==> config.mk <==
export PLATFORM = sky130hd
export DESIGN_NAME = leds_pwm_bank
export DESIGN_NICKNAME = d
export VERILOG_FILES = /design/src/rtl/leds_pwm_bank.sv
export SDC_FILE = /design/constraint.sdc
export NUM_CORES = 1
export LEC_CHECK = 0
export CAP_MARGIN = 10
export CELL_PAD_IN_SITES_DETAIL_PLACEMENT = 1
export CELL_PAD_IN_SITES_GLOBAL_PLACEMENT = 2
export CORE_UTILIZATION = 38
export CTS_CLUSTER_DIAMETER = 120
export DETAILED_ROUTE_END_ITERATION = 8
export PLACE_DENSITY_LB_ADDON = 0.2
export REMOVE_ABC_BUFFERS = 1
export SLEW_MARGIN = 15
export SYNTH_ARGS = -nofsm -noshare
export SYNTH_HDL_FRONTEND = slang
export SYNTH_SLANG_ARGS = --single-unit
==> constraint.sdc <==
create_clock -name clk -period 4 [get_ports clk]
set_clock_uncertainty 0.15 [all_clocks]
set_input_delay 0.8 -clock clk [delete_from_list [all_inputs] [get_ports clk]]
set_output_delay 0.8 -clock clk [all_outputs]
set_load 0.02 [all_outputs]
==> src/rtl/leds_pwm_bank.sv <==
// leds_pwm_bank: LED register bank with per-LED blink, global PWM brightness
// and a programmable blink rate. Word-addressed slave on the data_m_* port.
//
// Bus handshake: the master raises data_m_access (with cs) and holds it until
// it sees data_m_ack. The slave answers every cycle in which cs & access was
// seen on the previous edge with a one-cycle ack; read data is valid in the
// same cycle as ack and is 0 otherwise. Writes commit on the request edge, so
// a held access simply re-acks (and rewrites) until the master drops it.
module leds_pwm_bank #(
   parameter int LED_WIDTH  = 16,
   parameter int PWM_BITS   = 8,
   parameter int PRESC_BITS = 16
) (
   input  logic                 clk,
   input  logic                 reset_n,
   input  logic                 cs,
   input  logic [1:0]           data_m_addr,
   input  logic [15:0]          data_m_data_in,
   output logic [15:0]          data_m_data_out,
   input  logic                 data_m_access,
   output logic                 data_m_ack,
   input  logic                 data_m_wr_en,
   input  logic [1:0]           data_m_bytesel,
   input  logic                 resetval,
   output logic [LED_WIDTH-1:0] leds_val
);

   localparam logic [1:0] A_VALUE  = 2'd0;
   localparam logic [1:0] A_BLINK  = 2'd1;
   localparam logic [1:0] A_BRIGHT = 2'd2;
   localparam logic [1:0] A_PERIOD = 2'd3;

   logic [LED_WIDTH-1:0]  value_q;
   logic [LED_WIDTH-1:0]  blink_q;
   logic [PWM_BITS-1:0]   bright_q;
   logic [15:0]           period_q;
   logic [PRESC_BITS-1:0] presc_q;
   logic [15:0]           bcnt_q;
   logic                  phase_q;
   logic [PWM_BITS-1:0]   pcnt_q;

   logic        wr_stb;
   logic        rd_stb;
   logic        period_wr;
   logic        tick;
   logic        pwm_on;
   logic [15:0] period_m1;
   logic [15:0] rd_mux;
   logic [15:0] value_nxt;
   logic [15:0] blink_nxt;
   logic [15:0] bright_nxt;
   logic [15:0] period_nxt;

   // Replace the byte lanes selected by bs in old with the bus write data.
   function automatic logic [15:0] lane_merge(input logic [15:0] old,
                                              input logic [15:0] wd,
                                              input logic [1:0]  bs);
      logic [15:0] r;
      r = old;
      if (bs[0]) r[7:0]  = wd[7:0];
      if (bs[1]) r[15:8] = wd[15:8];
      return r;
   endfunction

   assign wr_stb    = cs & data_m_access & data_m_wr_en;
   assign rd_stb    = cs & data_m_access & ~data_m_wr_en;
   assign period_wr = wr_stb & (data_m_addr == A_PERIOD);
   assign tick      = &presc_q;
   assign pwm_on    = (pcnt_q < bright_q) | (&bright_q);
   // A PERIOD of 0 behaves as 1, so the wrap point is never below 0.
   assign period_m1 = (period_q == 16'd0) ? 16'd0 : period_q - 16'd1;

   // Next register contents; resetval clears VALUE underneath any lane write.
   always_comb begin
      value_nxt  = resetval ? 16'd0 : 16'(value_q);
      blink_nxt  = 16'(blink_q);
      bright_nxt = 16'(bright_q);
      period_nxt = period_q;
      if (wr_stb) begin
         case (data_m_addr)
            A_VALUE:  value_nxt  = lane_merge(value_nxt,  data_m_data_in, data_m_bytesel);
            A_BLINK:  blink_nxt  = lane_merge(blink_nxt,  data_m_data_in, data_m_bytesel);
            A_BRIGHT: bright_nxt = lane_merge(bright_nxt, data_m_data_in, data_m_bytesel);
            default:  period_nxt = lane_merge(period_nxt, data_m_data_in, data_m_bytesel);
         endcase
      end
   end

   // Read mux, zero-extended to the 16-bit bus.
   always_comb begin
      rd_mux = 16'd0;
      case (data_m_addr)
         A_VALUE:  rd_mux = 16'(value_q);
         A_BLINK:  rd_mux = 16'(blink_q);
         A_BRIGHT: rd_mux = 16'(bright_q);
         default:  rd_mux = period_q;
      endcase
   end

   // Register file.
   always_ff @(posedge clk or negedge reset_n) begin
      if (!reset_n) begin
         value_q  <= '0;
         blink_q  <= '0;
         bright_q <= '1;
         period_q <= 16'd1;
      end else begin
         value_q  <= value_nxt[LED_WIDTH-1:0];
         blink_q  <= blink_nxt[LED_WIDTH-1:0];
         bright_q <= bright_nxt[PWM_BITS-1:0];
         period_q <= period_nxt;
      end
   end

   // Bus response: one-cycle ack, read data only on read acks.
   always_ff @(posedge clk or negedge reset_n) begin
      if (!reset_n) begin
         data_m_ack      <= 1'b0;
         data_m_data_out <= 16'd0;
      end else begin
         data_m_ack      <= cs & data_m_access;
         data_m_data_out <= rd_stb ? rd_mux : 16'd0;
      end
   end

   // Free-running prescaler and PWM counter.
   always_ff @(posedge clk or negedge reset_n) begin
      if (!reset_n) begin
         presc_q <= '0;
         pcnt_q  <= '0;
      end else begin
         presc_q <= presc_q + 1'b1;
         pcnt_q  <= pcnt_q + 1'b1;
      end
   end

   // Blink half-period counter; a PERIOD write restarts it without touching phase.
   always_ff @(posedge clk or negedge reset_n) begin
      if (!reset_n) begin
         bcnt_q  <= 16'd0;
         phase_q <= 1'b1;
      end else if (period_wr) begin
         bcnt_q  <= 16'd0;
      end else if (tick) begin
         if (bcnt_q >= period_m1) begin
            bcnt_q  <= 16'd0;
            phase_q <= ~phase_q;
         end else begin
            bcnt_q  <= bcnt_q + 16'd1;
         end
      end
   end

   // Registered LED drive.
   always_ff @(posedge clk or negedge reset_n) begin
      if (!reset_n) begin
         leds_val <= '0;
      end else begin
         leds_val <= value_q & (~blink_q | {LED_WIDTH{phase_q}}) & {LED_WIDTH{pwm_on}};
      end
   end

endmodule

==> impl_table.tex <==
\begin{tabular}{lr}
\hline
Metric & Value \\
\hline
\multicolumn{2}{l}{\textbf{Timing}} \\
\quad Highest clock frequency the design can meet & 267 MHz \\
\quad Worst-case headroom to the max-slew limit & 0.431 \\
\quad Pin slew with the least headroom to its limit & around 0.85 ns \\
\quad Min cycle time layout & between 3 and 4 ns \\
\quad Final Cycle Share & 0.936 \\
\quad Worst hold slack across all endpoints & 0.306 ns \\
\quad Count of pins over their slew limit & 0 \\
\quad Unrepaired setup endpoints after global routing & no \\
\quad Total setup violations reported at the end of the flow & 0 \\
\quad Aggregate negative setup slack & 0 ns \\
\quad Count of final hold-check violations & 0 \\
\quad Worst Setup Slack, final & $\sim$0.26 ns \\
\multicolumn{2}{l}{\textbf{Synth}} \\
\quad Number of enable-type register cells in the synthesized netlist & 0 \\
\quad Xor and xnor fraction of the mapped netlist area & 0.0627 \\
\quad Mux contribution to synthesized area & 0.0984 \\
\quad Total standard cell area after synthesis & between 0.006 and 0.007 mm\^{}2 \\
\quad Most instantiated library cell after synthesis & sky130\_fd\_sc\_hd\_\_dfrtp\_1 \\
\quad Synthesized-area fraction occupied by ao, oa, aoi and oai cells & 0.0563 \\
\quad Leading cell types by total area after synthesis & sky130\_fd\_sc\_hd\_\_dfrtp\_1, sky130\_fd\_sc\_hd\_\_mux2\_2, sky130\_fd\_sc\_hd\_\_ha\_1 \\
\quad Largest family of logic cells by synthesized area & simple AND/OR/NAND/NOR gates \\
\quad Post-synthesis async set-or-reset flop share & 1.00 \\
\quad YS warnings & 0 \\
\quad Portion of the post-synthesis area used by sequential elements & 0.508 \\
\quad Yosys reg bits & between 100 and 150 \\
\quad Post-synth top flop & sky130\_fd\_sc\_hd\_\_dfrtp\_1 \\
\quad Post-Synth Adder-Cell Area & 0.0545 \\
\quad Area share of the leading cell type in the synthesized netlist & 0.467 \\
\quad Simple-gate share of the synthesized area & 0.200 \\
\quad Average cell area after synthesis & 10.7 um\^{}2 \\
\quad Synthesized netlist cell count & 600 \\
\quad Commonest cells post-synth & sky130\_fd\_sc\_hd\_\_dfrtp\_1, sky130\_fd\_sc\_hd\_\_nand2\_1, sky130\_fd\_sc\_hd\_\_nor2\_1, sky130\_fd\_sc\_hd\_\_nand3\_1, sky130\_fd\_sc\_hd\_\_nand2b\_1 \\
\quad Number of distinct library cells after synthesis & 47 \\
\quad Cell type with the highest aggregate area in the netlist & sky130\_fd\_sc\_hd\_\_dfrtp\_1 \\
\multicolumn{2}{l}{\textbf{Pwr}} \\
\quad Power per cell area & 459 mW/mm\^{}2 \\
\quad Static leakage power & about 3.6 nW \\
\quad Power Total & 3.65 mW \\
\quad Worst vdd ir & 0.329 mV \\
\multicolumn{2}{l}{\textbf{Place}} \\
\quad DP Wirelength & between 10 and 15 mm \\
\quad Cell area after placement & 0.00734 mm\^{}2 \\
\quad Routability-driven placement congestion ratio & $\sim$0.78 \\
\quad Buffers on Ports & 58 \\
\quad Setup slack at placement & 0.0476 ns \\
\quad Post-Place Cells & 876 \\
\multicolumn{2}{l}{\textbf{Finish}} \\
\quad Fraction of layout instances using a drive strength above 1 & 0.148 \\
\quad Final antenna diode count & 0 \\
\quad Final layout net count & about 730 \\
\quad Synthesis-to-finish area growth & 24.0\% \\
\quad Layout Cells excl Fill & a little over 900 \\
\quad Cell area after layout & around 0.008 mm\^{}2 \\
\quad Final core area utilization & 0.482 \\
\multicolumn{2}{l}{\textbf{Global route}} \\
\quad Global-route wire length before repair & about 28 mm \\
\quad Antenna violations before repair & 1 \\
\quad Largest net degree at the start of global routing & just under 60 \\
\quad Via count of the first global-routing pass & around 5.3k \\
\quad Total Routing Usage GR & 0.212 \\
\quad Residual overflow from global routing & 0 \\
\multicolumn{2}{l}{\textbf{Setup path}} \\
\quad Ordered list of cells on the worst path & or4\_1 -> nor3\_1 -> nand4\_1 -> buf\_4 -> nand2\_1 -> ha\_1 -> a211oi\_1 -> nor2\_1 -> or3\_1 -> or4b\_4 -> o21bai\_1 -> a21o\_1 \\
\quad CP Capture Type & flip-flop \\
\quad Type of the setup path with the least slack & flip-flop to flip-flop \\
\quad Required time worst endpoint & approximately 4.2 ns \\
\quad Slowest stage cell on the critical path & sky130\_fd\_sc\_hd\_\_or4b\_4 \\
\quad Gate family responsible for the most delay along the worst path & simple AND/OR/NAND/NOR gates \\
\quad Category of the worst setup path launch point & flip-flop \\
\quad R2R Setup Slk & between 0.2 and 0.3 ns \\
\quad WP buf/inv & 1 \\
\quad Peak fanout along the critical path & 16 \\
\quad Endpoint arrival time on the critical path & 3.94 ns \\
\quad Largest stage delay on the critical path & between 0.6 and 0.7 ns \\
\multicolumn{2}{l}{\textbf{Detailed routing}} \\
\quad First DRT Iteration DRCs & between 100 and 150 \\
\quad Via-to-Cell Ratio & slightly above 5 \\
\quad Post-route antenna net violation count & 0 \\
\quad DRC & 2 \\
\quad Routed wire length & approximately 17 mm \\
\quad Routed vias & around 4.7k \\
\quad Wirelength per Cell & around 19 um \\
\quad Router iterations before antenna repair & 8 \\
\multicolumn{2}{l}{\textbf{Floorplan}} \\
\quad Starting utilization of the core area & 0.389 \\
\quad Area enclosed by the die boundary & between 0.015 and 0.02 mm\^{}2 \\
\quad Standard-cell row count & 47 \\
\quad Io pins & 59 \\
\quad Die height & 132 um \\
\quad CORE AREA & roughly 0.017 mm\^{}2 \\
\quad Horizontal die dimension & 132 um \\
\multicolumn{2}{l}{\textbf{Clock tree}} \\
\quad Buffer type at the clock tree root & sky130\_fd\_sc\_hd\_\_clkbuf\_16 \\
\quad Cts-stage hold buffer count & 0 \\
\quad Clock-pin slew on the worst setup and hold paths & $\sim$0.06 ns \\
\quad Clock tree from TritonCTS & built \\
\quad Clock sink count & 130 \\
\quad Clk Latency, worst-skew pair & $\sim$0.42 ns \\
\quad Maximum root-to-sink buffer count & 2 \\
\quad H-tree level count & 4 \\
\quad Number of buffers inserted during clock tree synthesis & 17 \\
\multicolumn{2}{l}{\textbf{Run}} \\
\quad \# Max-Cap Violations & 0 \\
\multicolumn{2}{l}{\textbf{Hold path}} \\
\quad Worst Hold Class & input pin to async pin \\
\multicolumn{2}{l}{\textbf{Run status}} \\
\quad Violated checks & DRC \\
\quad Result of the run & finished with violations \\
\hline
\end{tabular}
worst register-to-register path, cell delays in order (launching register included):
cell	delay, ns
sky130_fd_sc_hd__dfrtp_1	0.43
sky130_fd_sc_hd__or4_1	0.54
sky130_fd_sc_hd__nor3_1	0.33
sky130_fd_sc_hd__nand4_1	0.14
sky130_fd_sc_hd__buf_4	0.22
sky130_fd_sc_hd__nand2_1	0.09
sky130_fd_sc_hd__ha_1	0.24
sky130_fd_sc_hd__a211oi_1	0.25
sky130_fd_sc_hd__nor2_1	0.07
sky130_fd_sc_hd__or3_1	0.34
sky130_fd_sc_hd__or4b_4	0.61
sky130_fd_sc_hd__o21bai_1	0.17
sky130_fd_sc_hd__a21o_1	0.12
layout by cell type (no fill, tap or decap), drive strengths merged, types with 2 or more instances in the layout:
cell and n:
dfrtp 120, bufinv 3, or3 2, nand3b 2, ha 28, o21bai 2, o21ai 31, clkbuf 27
nand2 59, nor3 12, xor2 18, a21boi 2, nand4 9, nor2b 10, buf 15, and2 6
a21oi 14, clkdlybuf4s50 57, o31a 2, mux4 8, or4 2, and4 2, inv 16, nand2b 35
nand3 36, a21o 4, nor3b 4, and3 7, dfstp 10, mux2i 8, mux2 33, nor4 3
a211oi 2, nor4b 3, nor2 58, xnor2 28
state kept, by name (all words and copies together) (netlist names):
| name | count |
|---|---|
| bcnt_q | 16 |
| blink_q | 16 |
| data_m_data_out | 16 |
| leds_val | 16 |
| period_q | 16 |
| presc_q | 16 |
| value_q | 16 |
| bright_q | 8 |
| pcnt_q | 8 |
| data_m_ack | 1 |
| phase_q | 1 |
layout make-up:
class	count	area (um^2)
Clock buffer	27	503
Timing Repair Buffer	72	696
Fill cell	1808	8560
Sequential cell	130	3270
Tap cell	220	275
Inverter	16	60.1
Clock inverter	4	98.8
Multi-Input combinational cell	438	3070
cell families (layout without fill, tap and decap cells):
family | Yosys count | count (layout)
AND/OR/NAND/NOR | 253 | 253
adder cells (fa/ha/maj) | 28 | 28
flip-flops | 130 | 130
buffers and inverters | 32 | 119
AO/OA/AOI/OAI | 62 | 62
XOR/XNOR | 46 | 46
multiplexers | 49 | 49
path summary, 6_finish.rpt:
kind,startpoint,to,cells past startpoint
max,period_q[12],bcnt_q[12],12
min,reset_n,bcnt_q[7],1
max reg2reg,period_q[12],bcnt_q[12],12
min reg2reg,presc_q[15],presc_q[15],1
max in group asynchronous,reset_n,bright_q[0],2
min in group clk,presc_q[15],presc_q[15],1
power breakdown:
part           internal, mW  switching (mW)
sequential             1.42          0.0988
combinational         0.257           0.281
clock                  1.05           0.547
what timing repair did:
item	CTS	global route
endpoints found under the setup margin	0	15
setup buffers	0	0
resized for setup	0	4
routing by layer:
| layer | global-route usage | vias to the layer above | wire length [um] |
|---|---|---|---|
| met5 | 0 | - | 0 |
| met4 | 0.0633 | 0 | 272 |
| met3 | 0.0434 | 21 | 556 |
| met2 | 0.357 | 86 | 8350 |
| met1 | 0.275 | 2365 | 7820 |
| li1 | - | 2219 | - |
Note: power is estimated with default switching activity, not from simulation.
